<file path="src/rtl/hex_scan_pkg.sv">
// Shared types and constants for the four-digit multiplexed hex display scanner.
package hex_scan_pkg;

    typedef enum logic [1:0] {
        ST_IDLE = 2'd0,
        ST_SHOW = 2'd1,
        ST_GAP  = 2'd2
    } state_t;

    localparam int unsigned NUM_DIGITS = 4;
    localparam logic [6:0]  SEG_OFF    = 7'h7F;

endpackage

</file>
<file path="src/rtl/hex_decoder.sv">
// Hex nibble to active-low seven-segment pattern, bit0 = segment a .. bit6 = segment g.
module hex_decoder (
    input  logic [3:0] nib_i,
    output logic [6:0] seg_o
);

    always_comb begin
        seg_o = 7'h7F;
        case (nib_i)
            4'h0: seg_o = 7'h40;
            4'h1: seg_o = 7'h79;
            4'h2: seg_o = 7'h24;
            4'h3: seg_o = 7'h30;
            4'h4: seg_o = 7'h19;
            4'h5: seg_o = 7'h12;
            4'h6: seg_o = 7'h02;
            4'h7: seg_o = 7'h78;
            4'h8: seg_o = 7'h00;
            4'h9: seg_o = 7'h10;
            4'hA: seg_o = 7'h08;
            4'hB: seg_o = 7'h03;
            4'hC: seg_o = 7'h46;
            4'hD: seg_o = 7'h21;
            4'hE: seg_o = 7'h06;
            4'hF: seg_o = 7'h0E;
            default: seg_o = 7'h7F;
        endcase
    end

endmodule

</file>
<file path="src/rtl/hex_scan_ctrl.sv">
// Four-digit time-multiplexed hex display scanner with a double-buffered update port.
// Optional leading-zero blanking is compiled in when HEX_SCAN_LZB_EN is defined.
module hex_scan_ctrl
    import hex_scan_pkg::*;
#(
    parameter int unsigned TICK_DIV = 50000
) (
    input  logic        clk,
    input  logic        reset,
    input  logic        en,
    input  logic        upd_valid,
    input  logic [15:0] upd_data,
    output logic        upd_ready,
    output logic [6:0]  seg,
    output logic [3:0]  an,
    output logic        frame_done,
    output state_t      state_dbg
);

    localparam int unsigned      CNT_W    = (TICK_DIV > 1) ? $clog2(TICK_DIV) : 1;
    localparam logic [CNT_W-1:0] CNT_LAST = CNT_W'(TICK_DIV - 1);
    localparam logic [1:0]       IDX_LAST = 2'(NUM_DIGITS - 1);

    state_t           state_q, state_d;
    logic [1:0]       idx_q, idx_d;
    logic [CNT_W-1:0] presc_q, presc_d;
    logic [15:0]      shadow_q, shadow_d;
    logic [15:0]      pend_q, pend_d;
    logic             pend_full_q, pend_full_d;
    logic [6:0]       seg_q, seg_d;
    logic [3:0]       an_q, an_d;

    logic             frame_end;
    logic             xfer;
    logic             copy;
    logic [3:0]       cur_nib;
    logic [6:0]       dec_seg;
    logic             lz_blank;

    // Scan FSM: IDLE until enabled, then SHOW for TICK_DIV cycles and a
    // single blank GAP cycle per digit. Dropping en returns to IDLE at once.
    always_comb begin
        state_d = state_q;
        idx_d   = idx_q;
        presc_d = presc_q;
        if (!en) begin
            state_d = ST_IDLE;
            idx_d   = 2'd0;
            presc_d = '0;
        end else begin
            case (state_q)
                ST_IDLE: begin
                    state_d = ST_SHOW;
                    idx_d   = 2'd0;
                    presc_d = '0;
                end
                ST_SHOW: begin
                    if (presc_q == CNT_LAST) begin
                        state_d = ST_GAP;
                        presc_d = '0;
                    end else begin
                        presc_d = presc_q + 1'b1;
                    end
                end
                ST_GAP: begin
                    state_d = ST_SHOW;
                    idx_d   = idx_q + 2'd1;
                end
                default: begin
                    state_d = ST_IDLE;
                    idx_d   = 2'd0;
                    presc_d = '0;
                end
            endcase
        end
    end

    assign frame_end = !reset && en && (state_q == ST_GAP) && (idx_q == IDX_LAST);

    // Update handshake: a value transfers on a cycle where upd_valid and
    // upd_ready are both high. upd_ready is registered (inverse of the
    // pending-full flag), so it never depends combinationally on upd_valid.
    // The pending value moves to the shadow only at a frame boundary or
    // while idle, so the digits of one frame always come from one value.
    assign xfer = upd_valid && !pend_full_q;
    assign copy = pend_full_q && ((state_q == ST_IDLE) || frame_end);

    always_comb begin
        pend_d      = pend_q;
        pend_full_d = pend_full_q;
        shadow_d    = shadow_q;
        if (xfer) begin
            pend_d      = upd_data;
            pend_full_d = 1'b1;
        end else if (copy) begin
            shadow_d    = pend_q;
            pend_full_d = 1'b0;
        end
    end

    assign cur_nib = shadow_q[{idx_q, 2'b00} +: 4];

    hex_decoder u_dec (
        .nib_i (cur_nib),
        .seg_o (dec_seg)
    );

`ifdef HEX_SCAN_LZB_EN
    // A digit is a leading zero when it and every digit to its left are zero.
    always_comb begin
        lz_blank = 1'b0;
        case (idx_q)
            2'd1:    lz_blank = (shadow_q[15:4] == 12'h000);
            2'd2:    lz_blank = (shadow_q[15:8] == 8'h00);
            2'd3:    lz_blank = (shadow_q[15:12] == 4'h0);
            default: lz_blank = 1'b0;
        endcase
    end
`else
    assign lz_blank = 1'b0;
`endif

    always_comb begin
        seg_d = SEG_OFF;
        an_d  = 4'hF;
        if (en && (state_q == ST_SHOW)) begin
            an_d  = ~(4'b0001 << idx_q);
            seg_d = lz_blank ? SEG_OFF : dec_seg;
        end
    end

    always_ff @(posedge clk) begin
        if (reset) begin
            state_q     <= ST_IDLE;
            idx_q       <= 2'd0;
            presc_q     <= '0;
            shadow_q    <= 16'h0000;
            pend_q      <= 16'h0000;
            pend_full_q <= 1'b0;
            seg_q       <= SEG_OFF;
            an_q        <= 4'hF;
        end else begin
            state_q     <= state_d;
            idx_q       <= idx_d;
            presc_q     <= presc_d;
            shadow_q    <= shadow_d;
            pend_q      <= pend_d;
            pend_full_q <= pend_full_d;
            seg_q       <= seg_d;
            an_q        <= an_d;
        end
    end

    assign upd_ready  = !pend_full_q;
    assign seg        = seg_q;
    assign an         = an_q;
    assign frame_done = frame_end;
    assign state_dbg  = state_q;

endmodule

</file>
<file path="config.mk">
export PLATFORM = sky130hd
export DESIGN_NAME = hex_scan_ctrl
export DESIGN_NICKNAME = d
export VERILOG_FILES = /design/src/rtl/hex_scan_pkg.sv /design/src/rtl/hex_decoder.sv /design/src/rtl/hex_scan_ctrl.sv
export SDC_FILE = /design/constraint.sdc
export NUM_CORES = 1
export LEC_CHECK = 0
export ABC_CLOCK_PERIOD_IN_PS = 2200
export CAP_MARGIN = 10
export CORE_MARGIN = 1.5
export CORE_UTILIZATION = 50
export DETAILED_ROUTE_END_ITERATION = 16
export PLACE_DENSITY = 0.75
export RECOVER_POWER = 100
export SLEW_MARGIN = 20
export SYNTH_ARGS = -nofsm -noshare
export SYNTH_HDL_FRONTEND = slang
export SYNTH_SLANG_ARGS = --single-unit
</file>
<file path="constraint.sdc">
create_clock -name clk -period 2.2 [get_ports clk]
set_input_delay 0.55 -clock clk [delete_from_list [all_inputs] [get_ports clk]]
set_output_delay 0.55 -clock clk [all_outputs]
set_load 0.01 [all_outputs]
</file>
==> results.py <==
metrics = {
    "outcome": {
        "status": "complete, no violations",
    },
    "drt": {
        "drtIter0Drc": 105,
        "routedWlPerCell_um": 12.6,
        "route.antenna.remaining_nets": 0,
        "wl_mm": 5.42,
        "drt_first_pass_iters": 4,
        "avgViaCountPerCell": 5.29,
        "vias": 2275,
        "drc": 0,
    },
    "die": {
        "core_area_mm2": 0.00524,
        "ios": 35,
        "die_w_um": 77.6,
        "initial_utilization_pct": 53.1,
        "die-area_mm2": 0.00602,
        "rows": 26,
        "die_h_um": 77.6,
    },
    "place": {
        "port_buffers": 34,
        "place_inst": 414,
        "place_area_mm2": 0.00328,
        "globalplace.congestion": 0.799,
        "hpwlAfterDp_mm": 3.84,
        "pre_cts_slack_ns": -0.192,
    },
    "synth": {
        "yosys_warnings": 0,
        "netlist.area_leader.share_pct": 46.0,
        "postSynthAreaPerCell_um2": 9.01,
        "synth_common_cells": "dfxtp_1, nand2_1, nor2_1, a21oi_1, mux2i_1",
        "synth_flop_cell": "dfxtp_1",
        "synth_top_family_by_area": "simple AND/OR/NAND/NOR gates",
        "synth_xor_area_share_pct": 1.26,
        "ys_seq_elements": 64,
        "synth_cell_types": 41,
        "synth-compound-area-share_pct": 12.7,
        "synthCells": 309,
        "async_flop_share_pct": 0,
        "syn-num-nets": 340,
        "netlist_area_mm2": 0.00278,
        "yosysMostFrequentCell": "dfxtp_1",
        "synthAdderAreaFrac_pct": 4.95,
        "yosysTopAreaCell": "dfxtp_1",
        "seq_area_frac_synth_pct": 46.0,
        "synthMuxAreaShare_pct": 10.2,
        "synth_edf_count": 0,
        "synth-simple-area-share_pct": 20.9,
        "synth.area.top_cells": "dfxtp_1, nand2_1, mux2i_1, ha_1, a21oi_1",
    },
    "pwr": {
        "leakage_nw": 1.28,
        "ir_drop_uv": 559,
        "power_mw": 2.42,
        "pwr_density_cell_mw_per_mm2": 703,
    },
    "setup_path": {
        "cp-end-kind": "output pin",
        "cp-startpoint": "en",
        "critPathCapture": "frame_done",
        "critPathKind": "primary input to output pin",
        "r2r_end": "seg[3]",
        "slowest_delay_ns": 0.47,
        "startpoint_type": "primary input",
        "crit_slowest_cell": "clkdlybuf4s50_1",
        "crit_required_ns": 1.65,
        "r2r_cells": 7,
        "r2r_start": "idx_q[0]",
        "arrival_ns": 1.56,
        "critical_path.cell_chain": "clkdlybuf4s50_1 > nor2b_2 > and3_1 > dlygate4sd2_1",
        "rrSetupSlack_ns": 0.20,
        "critPathMaxFanout": 2,
    },
    "sta": {
        "period_share_pct": 96.0,
        "rsz0062_at_grt": "no",
        "relSlewSlack_pct": 65.6,
        "final.setup_skew_ns": 0.00645,
        "max_freq_mhz": 473,
        "hold_viol_final": 0,
        "fin_hold_ws_ns": 0.454,
        "finalSetupViolations": 0,
        "tns_ns": 0,
        "timing.final.ws_setup_ns": 0.0875,
        "min_period_ns": 2.11,
        "slew_violations": 0,
        "worst_pin_slew_ns": 0.515,
    },
    "clocking": {
        "cts-htree-levels": 3,
        "clkLatencyLatePin_ns": 0.34,
        "post_cts_buffers": 0,
        "cts_num_sinks": 64,
        "hold_buffers": 0,
        "cts_tree": "built",
        "cts_root_buf": "clkbuf_8",
        "clockBufferDepth": 2,
        "clkTransAtPathRegs_ns": 0.07,
        "cts_buffers": 9,
    },
    "finish": {
        "fin_util_pct": 65.7,
        "drive_above_1_share_pct": 10.3,
        "fin_cells": 430,
        "finalNetCount": 386,
        "diodes": 0,
        "final_cell_area_mm2": 0.00344,
        "area_growth_pct": 23.7,
    },
    "global_routing": {
        "grt_use_total_pct": 19.6,
        "grt_overflow": 0,
        "antenna_found_initial": 0,
        "grt_pass1_wl_mm": 9.22,
        "grt_pass1_vias": 2074,
        "grt_start_max_net_pins": 35,
    },
    "min_path": {
        "min_path_type": "flop to flop",
        "holdPathStages": 2,
    },
    "flow_run": {
        "maxCapViolCount": 0,
    },
}
==> layer usage <==
| metal | GRT usage (%) | vias to the layer above | wire length [um] |
|---|---|---|---|
| li1 | - | 1171 | - |
| met1 | 23.9 | 1039 | 2490 |
| met2 | 30.9 | 56 | 2580 |
| met3 | 6.35 | 9 | 244 |
| met4 | 10.0 | 0 | 99 |
| met5 | 0 | - | 0 |
==> worst min path at each step <==
stage          slack [ns]  startpoint         to
2_1_floorplan        0.43   pend_q[0]  pend_q[0]
3_3_place_gp         0.44   pend_q[4]  pend_q[4]
3_5_place_dp         0.45   pend_q[6]  pend_q[6]
4_1_cts              0.46   pend_q[6]  pend_q[6]
5_1_grt              0.48   pend_q[9]  pend_q[9]
6_report             0.45   pend_q[6]  pend_q[6]
==> power by group <==
group          switching (mW)  internal [mW]  leakage, nW
combinational          0.0919         0.0963        0.659
sequential             0.0181           1.19        0.521
clock                   0.464          0.557       0.0989
==> logic make-up after synthesis <==
logic type	count (synthesis)
mux	23
flops	64
simple gates	123
fa+ha+maj	11
buf+inv	23
xor+xnor	4
compound gates	61
==> placed cells by master, fill, tap and decap left out, drive strengths merged, types with 6 or more instances in the layout <==
master / Yosys / layout
a21oi: 26 / 26
a21o: 6 / 6
buf: 6 / 10
a31oi: 8 / 8
ha: 11 / 11
clkdlybuf4s50: 0 / 18
inv: 9 / 10
nand2: 56 / 56
clkbuf: 8 / 15
mux2i: 17 / 17
and3: 7 / 7
nor2: 29 / 29
dlygate4sd3: 0 / 15
o21ai: 12 / 12
dfxtp: 64 / 64
==> sequential cells by signal, summed over array words and instances, names as in the netlist <==
name         flops
an               4
idx_q            2
pend_full_q      1
pend_q          16
presc_q         16
seg              7
shadow_q        16
state_dbg        2
==> cell type report <==
cell class	instances	area, um^2
Fill cell	434	1800
Multi-Input combinational cell	222	1390
Sequential cell	64	1280
Timing Repair Buffer	49	445
Clock buffer	10	138
Tap cell	70	87.6
Clock inverter	6	67.6
Inverter	9	33.8
==> worst max-delay path: cells and delay by family <==
family	cells	cell delay (ns)
buffers and inverters	2	0.73
and+or+nand+nor	2	0.28
==> what timing repair did <==
| action | 4_1_cts | 5_1_grt |
|---|---|---|
| cloned | 0 | 0 |
| resized for setup | 1 | 1 |
| endpoints found under the setup margin | 1 | 1 |
(Power assumes the default switching activity.)
